--- config.mk ---
export PLATFORM = sky130hd
export DESIGN_NAME = i8088_bus_initiator
export DESIGN_NICKNAME = d
export VERILOG_FILES = /design/src/rtl/i8088_bus_pkg.sv /design/src/rtl/i8088_wait_timer.sv /design/src/rtl/i8088_bus_initiator.sv
export SDC_FILE = /design/constraint.sdc
export NUM_CORES = 1
export LEC_CHECK = 0
export CAP_MARGIN = 20
export CORE_UTILIZATION = 40
export CTS_BUF_LIST = sky130_fd_sc_hd__clkbuf_16
export DETAILED_ROUTE_END_ITERATION = 10
export GPL_TIMING_DRIVEN = 0
export HOLD_SLACK_MARGIN = 0.02
export PLACE_DENSITY_LB_ADDON = 0.1
export SLEW_MARGIN = 40
export SYNTH_ARGS = -nofsm -noshare
export SYNTH_HDL_FRONTEND = slang
export SYNTH_SLANG_ARGS = --single-unit
--- constraint.sdc ---
create_clock -name I8088_CLK -period 1.9 [get_ports I8088_CLK]
set_input_delay 0.38 -clock I8088_CLK [delete_from_list [all_inputs] [get_ports I8088_CLK]]
set_output_delay 0.38 -clock I8088_CLK [all_outputs]
set_load 0.02 [all_outputs]
--- src/rtl/i8088_bus_pkg.sv ---
// -----------------------------------------------------------------------------
// i8088_bus_pkg
// Shared definitions for the 8088 local-bus initiator and the responder-side
// models. The bus-state enum is used by both sides.
//   bus_state_t     : IDLE, T1, T2, T3, TW, T4
//   TIMEOUT_DATA    : read data returned when a cycle is aborted by timeout
//   wait_cnt_width  : width of the wait-state counter for a given timeout
// -----------------------------------------------------------------------------
package i8088_bus_pkg;

   typedef enum logic [2:0] {
      IDLE,
      T1,
      T2,
      T3,
      TW,
      T4
   } bus_state_t;

   localparam logic [7:0] TIMEOUT_DATA = 8'hFF;

   // Enough bits to hold TIMEOUT_CYCLES itself; a disabled timeout (0) still
   // gets a 1-bit counter so the timer never degenerates to zero width.
   function automatic int wait_cnt_width(input int timeout_cycles);
      return (timeout_cycles <= 0) ? 1 : $clog2(timeout_cycles + 1);
   endfunction

endpackage

--- src/rtl/i8088_wait_timer.sv ---
// -----------------------------------------------------------------------------
// i8088_wait_timer
// Saturating wait-state counter. Cleared at the start of every bus cycle,
// advanced once per TW state, and flags when the programmed timeout is hit.
//   clk     in  bus clock
//   rst_n   in  asynchronous active-low reset
//   clear   in  synchronous clear (takes priority over enable)
//   enable  in  count one wait state
//   tc      out terminal count: counter equals TIMEOUT_CYCLES (never when 0)
// -----------------------------------------------------------------------------
module i8088_wait_timer
   import i8088_bus_pkg::*;
#(
   parameter int TIMEOUT_CYCLES = 255
) (
   input  logic clk,
   input  logic rst_n,
   input  logic clear,
   input  logic enable,
   output logic tc
);

   localparam int              CNT_W   = wait_cnt_width(TIMEOUT_CYCLES);
   localparam logic [CNT_W-1:0] CNT_MAX = '1;
   localparam logic [CNT_W-1:0] TC_VAL  = CNT_W'(TIMEOUT_CYCLES);

   logic [CNT_W-1:0] cnt;

   // NOTE: clocked state uses non-blocking (<=) so every register samples the
   // pre-edge values of its inputs regardless of block ordering.
   always_ff @(posedge clk or negedge rst_n) begin
      if (!rst_n) begin
         cnt <= '0;
      end else if (clear) begin
         cnt <= '0;
      end else if (enable && (cnt != CNT_MAX)) begin
         // Saturate at all-ones so a long stall can never wrap back to 0.
         cnt <= cnt + CNT_W'(1);
      end
   end

   assign tc = (TIMEOUT_CYCLES != 0) && (cnt == TC_VAL);

endmodule

--- src/rtl/i8088_bus_initiator.sv ---
// -----------------------------------------------------------------------------
// i8088_bus_initiator
// Bus-master engine for the multiplexed 8088 local bus. Takes single-byte
// memory / I/O read / write requests on a valid/ready port and runs the
// matching T1..T4 cycle, inserting TW states while READY is low. Every bus
// output is a register; one T-state is one I8088_CLK period.
//   I8088_CLK, RESETN            bus clock, async active-low reset
//   req_valid/req_ready          request handshake
//   req_addr/write/io/wdata      request fields (I/O uses addr[15:0] only)
//   rsp_valid/rsp_rdata/rsp_err  one-cycle completion (err = timeout)
//   A19_8, AD_out, AD_oe, AD_in  address / multiplexed address-data bus
//   ALE, nRD, nWR, IO_nM,
//   DT_nR, nDEN                  minimum-mode strobes
//   READY                        slave ready, already synchronous to I8088_CLK
// -----------------------------------------------------------------------------
module i8088_bus_initiator
   import i8088_bus_pkg::*;
#(
   parameter int TIMEOUT_CYCLES = 255
) (
   input  logic        I8088_CLK,
   input  logic        RESETN,
   input  logic        req_valid,
   output logic        req_ready,
   input  logic [19:0] req_addr,
   input  logic        req_write,
   input  logic        req_io,
   input  logic [7:0]  req_wdata,
   output logic        rsp_valid,
   output logic [7:0]  rsp_rdata,
   output logic        rsp_err,
   output logic [11:0] A19_8,
   output logic [7:0]  AD_out,
   output logic        AD_oe,
   input  logic [7:0]  AD_in,
   output logic        ALE,
   output logic        nRD,
   output logic        nWR,
   output logic        IO_nM,
   output logic        DT_nR,
   output logic        nDEN,
   input  logic        READY
);

   bus_state_t state;
   logic       write_q;
   logic [7:0] wdata_q;
   logic       timer_tc;

   // Address and cycle type go straight into the A19_8 / AD_out / IO_nM
   // output registers at acceptance, so only the write flag and write data
   // need a separate holding register for T2 onwards.

   i8088_wait_timer #(
      .TIMEOUT_CYCLES (TIMEOUT_CYCLES)
   ) u_wait_timer (
      .clk    (I8088_CLK),
      .rst_n  (RESETN),
      .clear  (state == T1),
      .enable (((state == T3) || (state == TW)) && !READY),
      .tc     (timer_tc)
   );

   // A new request can be taken in T4, which is what makes back-to-back
   // cycles run without an idle gap.
   assign req_ready = (state == IDLE) || (state == T4);

   always_ff @(posedge I8088_CLK or negedge RESETN) begin
      if (!RESETN) begin
         state     <= IDLE;
         write_q   <= 1'b0;
         wdata_q   <= 8'h00;
         rsp_valid <= 1'b0;
         rsp_rdata <= 8'h00;
         rsp_err   <= 1'b0;
         A19_8     <= 12'h000;
         AD_out    <= 8'h00;
         AD_oe     <= 1'b0;
         ALE       <= 1'b0;
         nRD       <= 1'b1;
         nWR       <= 1'b1;
         IO_nM     <= 1'b0;
         DT_nR     <= 1'b0;
         nDEN      <= 1'b1;
      end else begin
         // Completion is a single-cycle pulse; only the T4 entry raises it.
         rsp_valid <= 1'b0;

         case (state)
            IDLE, T4: begin
               if (req_valid) begin
                  state   <= T1;
                  write_q <= req_write;
                  wdata_q <= req_wdata;
                  ALE     <= 1'b1;
                  A19_8   <= req_io ? {4'h0, req_addr[15:8]} : req_addr[19:8];
                  AD_out  <= req_addr[7:0];
                  AD_oe   <= 1'b1;
                  IO_nM   <= req_io;
                  DT_nR   <= req_write;
               end else begin
                  state <= IDLE;
               end
            end

            T1: begin
               state <= T2;
               ALE   <= 1'b0;
               nDEN  <= 1'b0;
               if (write_q) begin
                  AD_out <= wdata_q;
                  AD_oe  <= 1'b1;
                  nWR    <= 1'b0;
               end else begin
                  // Release AD on the same edge nRD asserts so the slave
                  // never fights the address phase.
                  AD_oe <= 1'b0;
                  nRD   <= 1'b0;
               end
            end

            T2: begin
               state <= T3;
            end

            T3, TW: begin
               if (READY || timer_tc) begin
                  // READY wins over a coincident timeout.
                  state     <= T4;
                  nRD       <= 1'b1;
                  nWR       <= 1'b1;
                  nDEN      <= 1'b1;
                  AD_oe     <= 1'b0;
                  rsp_valid <= 1'b1;
                  rsp_err   <= !READY;
                  if (!READY) begin
                     rsp_rdata <= TIMEOUT_DATA;
                  end else if (write_q) begin
                     rsp_rdata <= 8'h00;
                  end else begin
                     rsp_rdata <= AD_in;
                  end
               end else begin
                  state <= TW;
               end
            end

            default: begin
               state <= IDLE;
            end
         endcase
      end
   end

endmodule

After elaboration in Yosys (flattened, before gate mapping)
Cells that the tools add are included.
Word-level totals
  input bits: 42
  register bits after elaboration: 56
  output and inout port bits: 38
  logic and storage cells: 72
Operators by class
  reduce and logical (&&, ||, !) cells: 21
  add/subtract/negate cells: 1
  muxes and demuxes: 24
  eq/ne operators: 11
Operators with widths (count)
  8-bit two-way mux: 6
  8-bit one-hot mux with 2 select lines: 1
  12-bit two-way mux: 1
  3-bit one-hot mux with 4 select lines: 1
  3-bit AND reduction: 4
  1-bit two-way mux: 10
  8-bit by 1-bit adder with 8-bit output (second input constant): 1
  8-bit equality test (second input constant): 1
  2-bit inequality test (second input constant): 4
  8-bit inequality test (second input constant): 1
  1-bit one-hot mux with 2 select lines: 4
  2-bit AND reduction: 4
  3-bit by 2-bit equality test with 1-bit output (second input constant): 2
  3-bit equality test (second input constant): 2
  2-bit nonzero test: 3
  2-bit OR reduction: 2
  3-bit by 1-bit equality test with 1-bit output (second input constant): 1
  3-bit logical NOT: 1
  1-bit logical OR: 3
  1-bit one-hot mux with 3 select lines: 1
  3-bit nonzero test: 1
  1-bit logical AND: 2
  1-bit logical NOT: 1

Depth between registers and ports, before layout
  depth in word-level cells: 6
  depth in mapped cells: 7
  gate-level depth less buffers: 5

Modules after synthesis
Synthesis repeated with hierarchy kept, for this count alone.
Second synthesis, totals
  cell total of the unflattened synthesis: 206
  area total of the unflattened synthesis: 2536.2 um2
By module, submodules not included
  i8088_bus_initiator: cells each 159, sequential area each 1204.9 um2, times used 1, area each 2062.0 um2
  i8088_wait_timer: cells each 47, sequential area each 200.2 um2, times used 1, area each 474.2 um2

Worst setup path before layout
OpenSTA, ideal clock, no wires.
  path type: register -> register
  from: register state[0]
  to: register u_wait_timer.cnt[5]
  path slack: 0.084 ns
  required time: 1.823 ns
  period minus slack after synthesis: 1.816 ns
  stages on the path, launching flop included: 6
  data arrival time: 1.738 ns
  path buffers: 1
  cell sequence: dfrtp_1 buf_6 or3b_1 a221o_1 or4_1 a21oi_1
Between the ends
  cells in the longest elaborated chain, start to end: 5
  elaborated cells between the ends (all ways): 8
  those cells by class: 3 x eq/ne; 1 x mux; 4 x reduce/logical
Ends and longest elaborated chain
  start: declaration: line i8088_bus_initiator.sv:45  | bus_state_t state;
  start signal: assignment: line i8088_bus_initiator.sv:70  | state <= IDLE;
  start signal: assignment: line i8088_bus_initiator.sv:92  | state <= T1;
  start signal: assignment: line i8088_bus_initiator.sv:102  | state <= IDLE;
  3-bit by 2-bit equality test with 1-bit output / 3-bit equality test (equally long branches): line i8088_bus_initiator.sv:60  | .enable (((state == T3) || (state == TW)) && !READY),
  1-bit logical OR: line i8088_bus_initiator.sv:60
  1-bit logical AND: line i8088_bus_initiator.sv:60
  1-bit logical AND: line i8088_wait_timer.sv:36  | end else if (enable && (cnt != CNT_MAX)) begin
  2-bit nonzero test (no source line)
  end signal: assignment: line i8088_wait_timer.sv:38  | cnt <= cnt + CNT_W'(1);
  end: declaration: line i8088_wait_timer.sv:27  | logic [CNT_W-1:0] cnt;
Several ways; a longest one is shown, not always the timed one.
A chain may end at the register's enable or synchronous reset.

Worst setup path in the final report
Ends and elaborated chain as after synthesis.

==> reports/metrics.cfg <==
[status]
outcome=finished with violations
failing_checks=setup timing

[final_layout]
share_of_cells_above_drive_strength_1_pct=16.8
number_of_antenna_cells_inserted=0
finish.net_count=328
post_route_cell_area_um2=3470
area_delta_synth_final_pct=44.3
layout.filler_cells=467
postLayoutCoreUtil_pct=61.5

[placed_design]
dp_slack_ps=-87.9
gp_congestion=0.728
detailed_place.area_um2=3300
io_buffers=79
placed_wire_length_estimate_after_detailed_placement_mm=3.67

[worst_setup_path]
crit_fanout=9
worstRegToRegCells=5
critical_path.endpoint_type=flip-flop
regToRegStartpoint=state[0]$_DFF_PN0_
worstSetupStartpointType=flip-flop
cp_cell_sequence=buf_6 -> or3b_1 -> a221o_1 -> or4_1 -> a21oi_2
timing.rr.end=u_wait_timer.cnt[5]$_DFFE_PN0P_
critPathKind=flip-flop to flip-flop
critPathSlowestCell=or4_1
worst-r2r-setup-slack_ps=-50
cp-endpoint=u_wait_timer.cnt[5]$_DFFE_PN0P_
critPathLaunch=state[0]$_DFF_PN0_
arrival_ps=2160
worst_path_largest_cell_delay_ps=440
critical_path_required_ps=2110

[sta]
tightestPinTransition_ps=607
relSlewSlack_pct=59.4
timing.fmax_ghz=0.514
final_min_period_over_clock_period_pct=102
report.final.hold_viol_count=0
final-max-slew-violation-count=0
setup_ws_ps=-45.9
fin_worst_skew_ps=4.12
period_minus_slack_ps=1950
setup_viol=2
setup_repair_after_global_routing_missed_its_margin=true

[global_route]
maximum_number_of_pins_on_one_net_before_global_route_repair=32
first_global_vias=1893
initial_antenna_violation_count=0
globalRouteTotalUtil_pct=18.0
grt_pass1_wl_mm=8.82
globalRoute.totalOverflow=0

[min_path]
hold_class=flip-flop to flip-flop
holdCritStartpoint=u_wait_timer.cnt[7]$_DFFE_PN0P_

[logic_synthesis]
async_flop_share_pct=100
netlist_top_cells_area=dfrtp_1, mux2_2, mux2i_1
ys_top_cells_by_count=dfrtp_1, mux2_2, nand2_1
synth.distinct_cells=38
syn-num-nets=240
synth-xor-area-share_pct=0.729
synth_adder_area_share_pct=0.521
syn-instance-count=197
dominantRegCellSynth=dfrtp_1
synthMostInstantiatedCell=dfrtp_1
synth-edff-count=0
yosys-mux-area-fraction_pct=14.1
seq_area_frac_synth_pct=58.5
synth_seq_cells=56
synth.cell_area_um2=2400
synth_compound_area_share_pct=11.5
syn-mean-instance-area_um2=12.2
synth-warning-count=0
synth_top_area_share_pct=55.2
synth_top_family_by_area=multiplexers
netlist.top_cell.by_area=dfrtp_1
synth_simple_gate_area_share_pct=11.3

[die]
boundaryPins=80
die_x_um=79.5
dieHeight_um=79.5
placeableCoreArea_um2=5640
die_area_um2=6320
placement_rows=27
starting_density_of_the_core_pct=42.6

[clocking]
numCtsBuffers=5
clock_tree_from_tritoncts=built
clk_path_buf_depth=2
cts.reportedPaths.clkPinSlew_ps=70
insertion_delay_ps=280
clock-sinks=56
clock_tree.htree_level_count=2
cts.root.buffer_cell=clkbuf_16

[power_and_ir_drop]
p_switching_mw=2.08
power_leakage_nw=1.47
internal-power_mw=3.72
clkPwrFrac_pct=14.9
fin_total_pwr_mw=5.80
comb_power_share_pct=50.4
seqPwrFrac_pct=34.7
vdd_ir_drop_max_uv=911
switching_share_pct=35.9
pwr_density_cell_nw_per_um2=1670

[run]
max_cap_viol_count=0

[routing]
detail_route.vias_per_cell=5.02
post_drt_wl_per_cell_um=14.0
drt_iter0_markers=64
vias=1798
ant_nets=0
routed_wirelength_mm=5.01
drt_pre_antenna_iters=4
detail_route.drc_violations=0

[per-stage QoR]
step / std cells / hold WS [ps] / TNS, ps
floorplan: 197 / 84.4 / 0
global placement: 348 / 460 / -75290
CTS: 358 / 483 / -75.4
global route: 358 / 506 / -582
finish: 358 / 482 / -64.7
detailed placement: 349 / 314 / -746
[kinds of logic after synthesis]
kind of cell / count (synthesis)
flops: 56
mux: 31
simple gates: 50
compound gates: 41
xor+xnor: 2
buf+inv: 16
fa+ha+maj: 1
[routing by layer]
| layer | part of all wire (%) | wire [um] | GRT usage (%) |
|---|---|---|---|
| met1 | 45 | 2250 | 23.0 |
| met2 | 48 | 2400 | 28.8 |
| met3 | 5.9 | 296 | 6.17 |
| met4 | 1.2 | 62 | 4.73 |
| met5 | 0 | 0 | 0 |
[power groups by stage]
stage | registers [mW] | logic, mW | clock network (mW)
after detailed placement | 2.04 | 2.93 | 0
after global routing | 2.08 | 3.16 | 0.948
after floorplan | 2.49 | 1.24 | 0
final | 2.01 | 2.92 | 0.864
after CTS | 2.02 | 2.95 | 0.900
after global placement | 2.02 | 2.89 | 0
[final cells by class]
| cell class | count | area, um^2 | share of cell area (%) |
|---|---|---|---|
| Buffer | 10 | 71.3 | 2.06 |
| Clock buffer | 5 | 125 | 3.61 |
| Clock inverter | 3 | 11.3 | 0.325 |
| Inverter | 5 | 18.8 | 0.541 |
| Multi-Input combinational cell | 125 | 925 | 26.7 |
| Sequential cell | 56 | 1410 | 40.5 |
| Tap cell | 72 | 90.1 | 2.60 |
| Timing Repair Buffer | 82 | 821 | 23.7 |
[repair_timing]
action                                  CTS  global route
gates resized for setup                   4             9
hold endpoints to repair                 24             0
setup buffers                             1             0
endpoints found under the setup margin   14            37
pin swaps                                 1             0
hold buffers                              1             0
[flip-flops by register name (all words and copies together), names as in the netlist]
signal            flops
rsp_err               1
rsp_rdata             8
AD_oe                 1
IO_nM                 1
state                 3
nWR                   1
wdata_q               8
write_q               1
rsp_valid             1
nRD                   1
u_wait_timer.cnt      8
AD_out                8
A19_8                12
nDEN                  1
ALE                   1
[cell usage in the layout, fill, tap and decap left out, types with 2 or more instances in the layout]
cell type        synthesis  layout
o211ai_1                 2       2
buf_2                    5       3
inv_1                    5       7
nor2b_1                 12      12
a21oi_1                  6       5
clkdlybuf4s50_1          0      77
o21ai_0                 13      12
mux2i_1                  9       9
mux2_2                  22      22
clkbuf_16                0       5
o21a_1                   2       2
buf_6                    1       2
clkbuf_4                 0       3
dfstp_2                  3       3
buf_4                    2       3
dfrtp_1                 53      53
nand3_1                  6       6
o31ai_1                  4       4
a21o_1                   2       2
or4_1                    2       2
o22a_1                   8       8
nor2_1                   5       5
nand2_1                 15      14
[how the worst min path moves through the flow]
| stage | end | cells past startpoint |
|---|---|---|
| global route | u_wait_timer.cnt[7]$_DFFE_PN0P_ | 1 |
| detailed placement | rsp_rdata[3]$_DFFE_PN0P_ | 1 |
| global placement | u_wait_timer.cnt[7]$_DFFE_PN0P_ | 1 |
| finish | u_wait_timer.cnt[7]$_DFFE_PN0P_ | 1 |
| CTS | u_wait_timer.cnt[7]$_DFFE_PN0P_ | 1 |
| floorplan | A19_8[0]$_DFFE_PN0N_ | 0 |
[critical path, delay by kind of cell, from the launching register on]
family          cells  cell delay (ps)
compound gates      2              540
buf+inv             1              130
flops               1              380
simple gates        2              830
No activity file was read; power rests on OpenSTA's default activity.
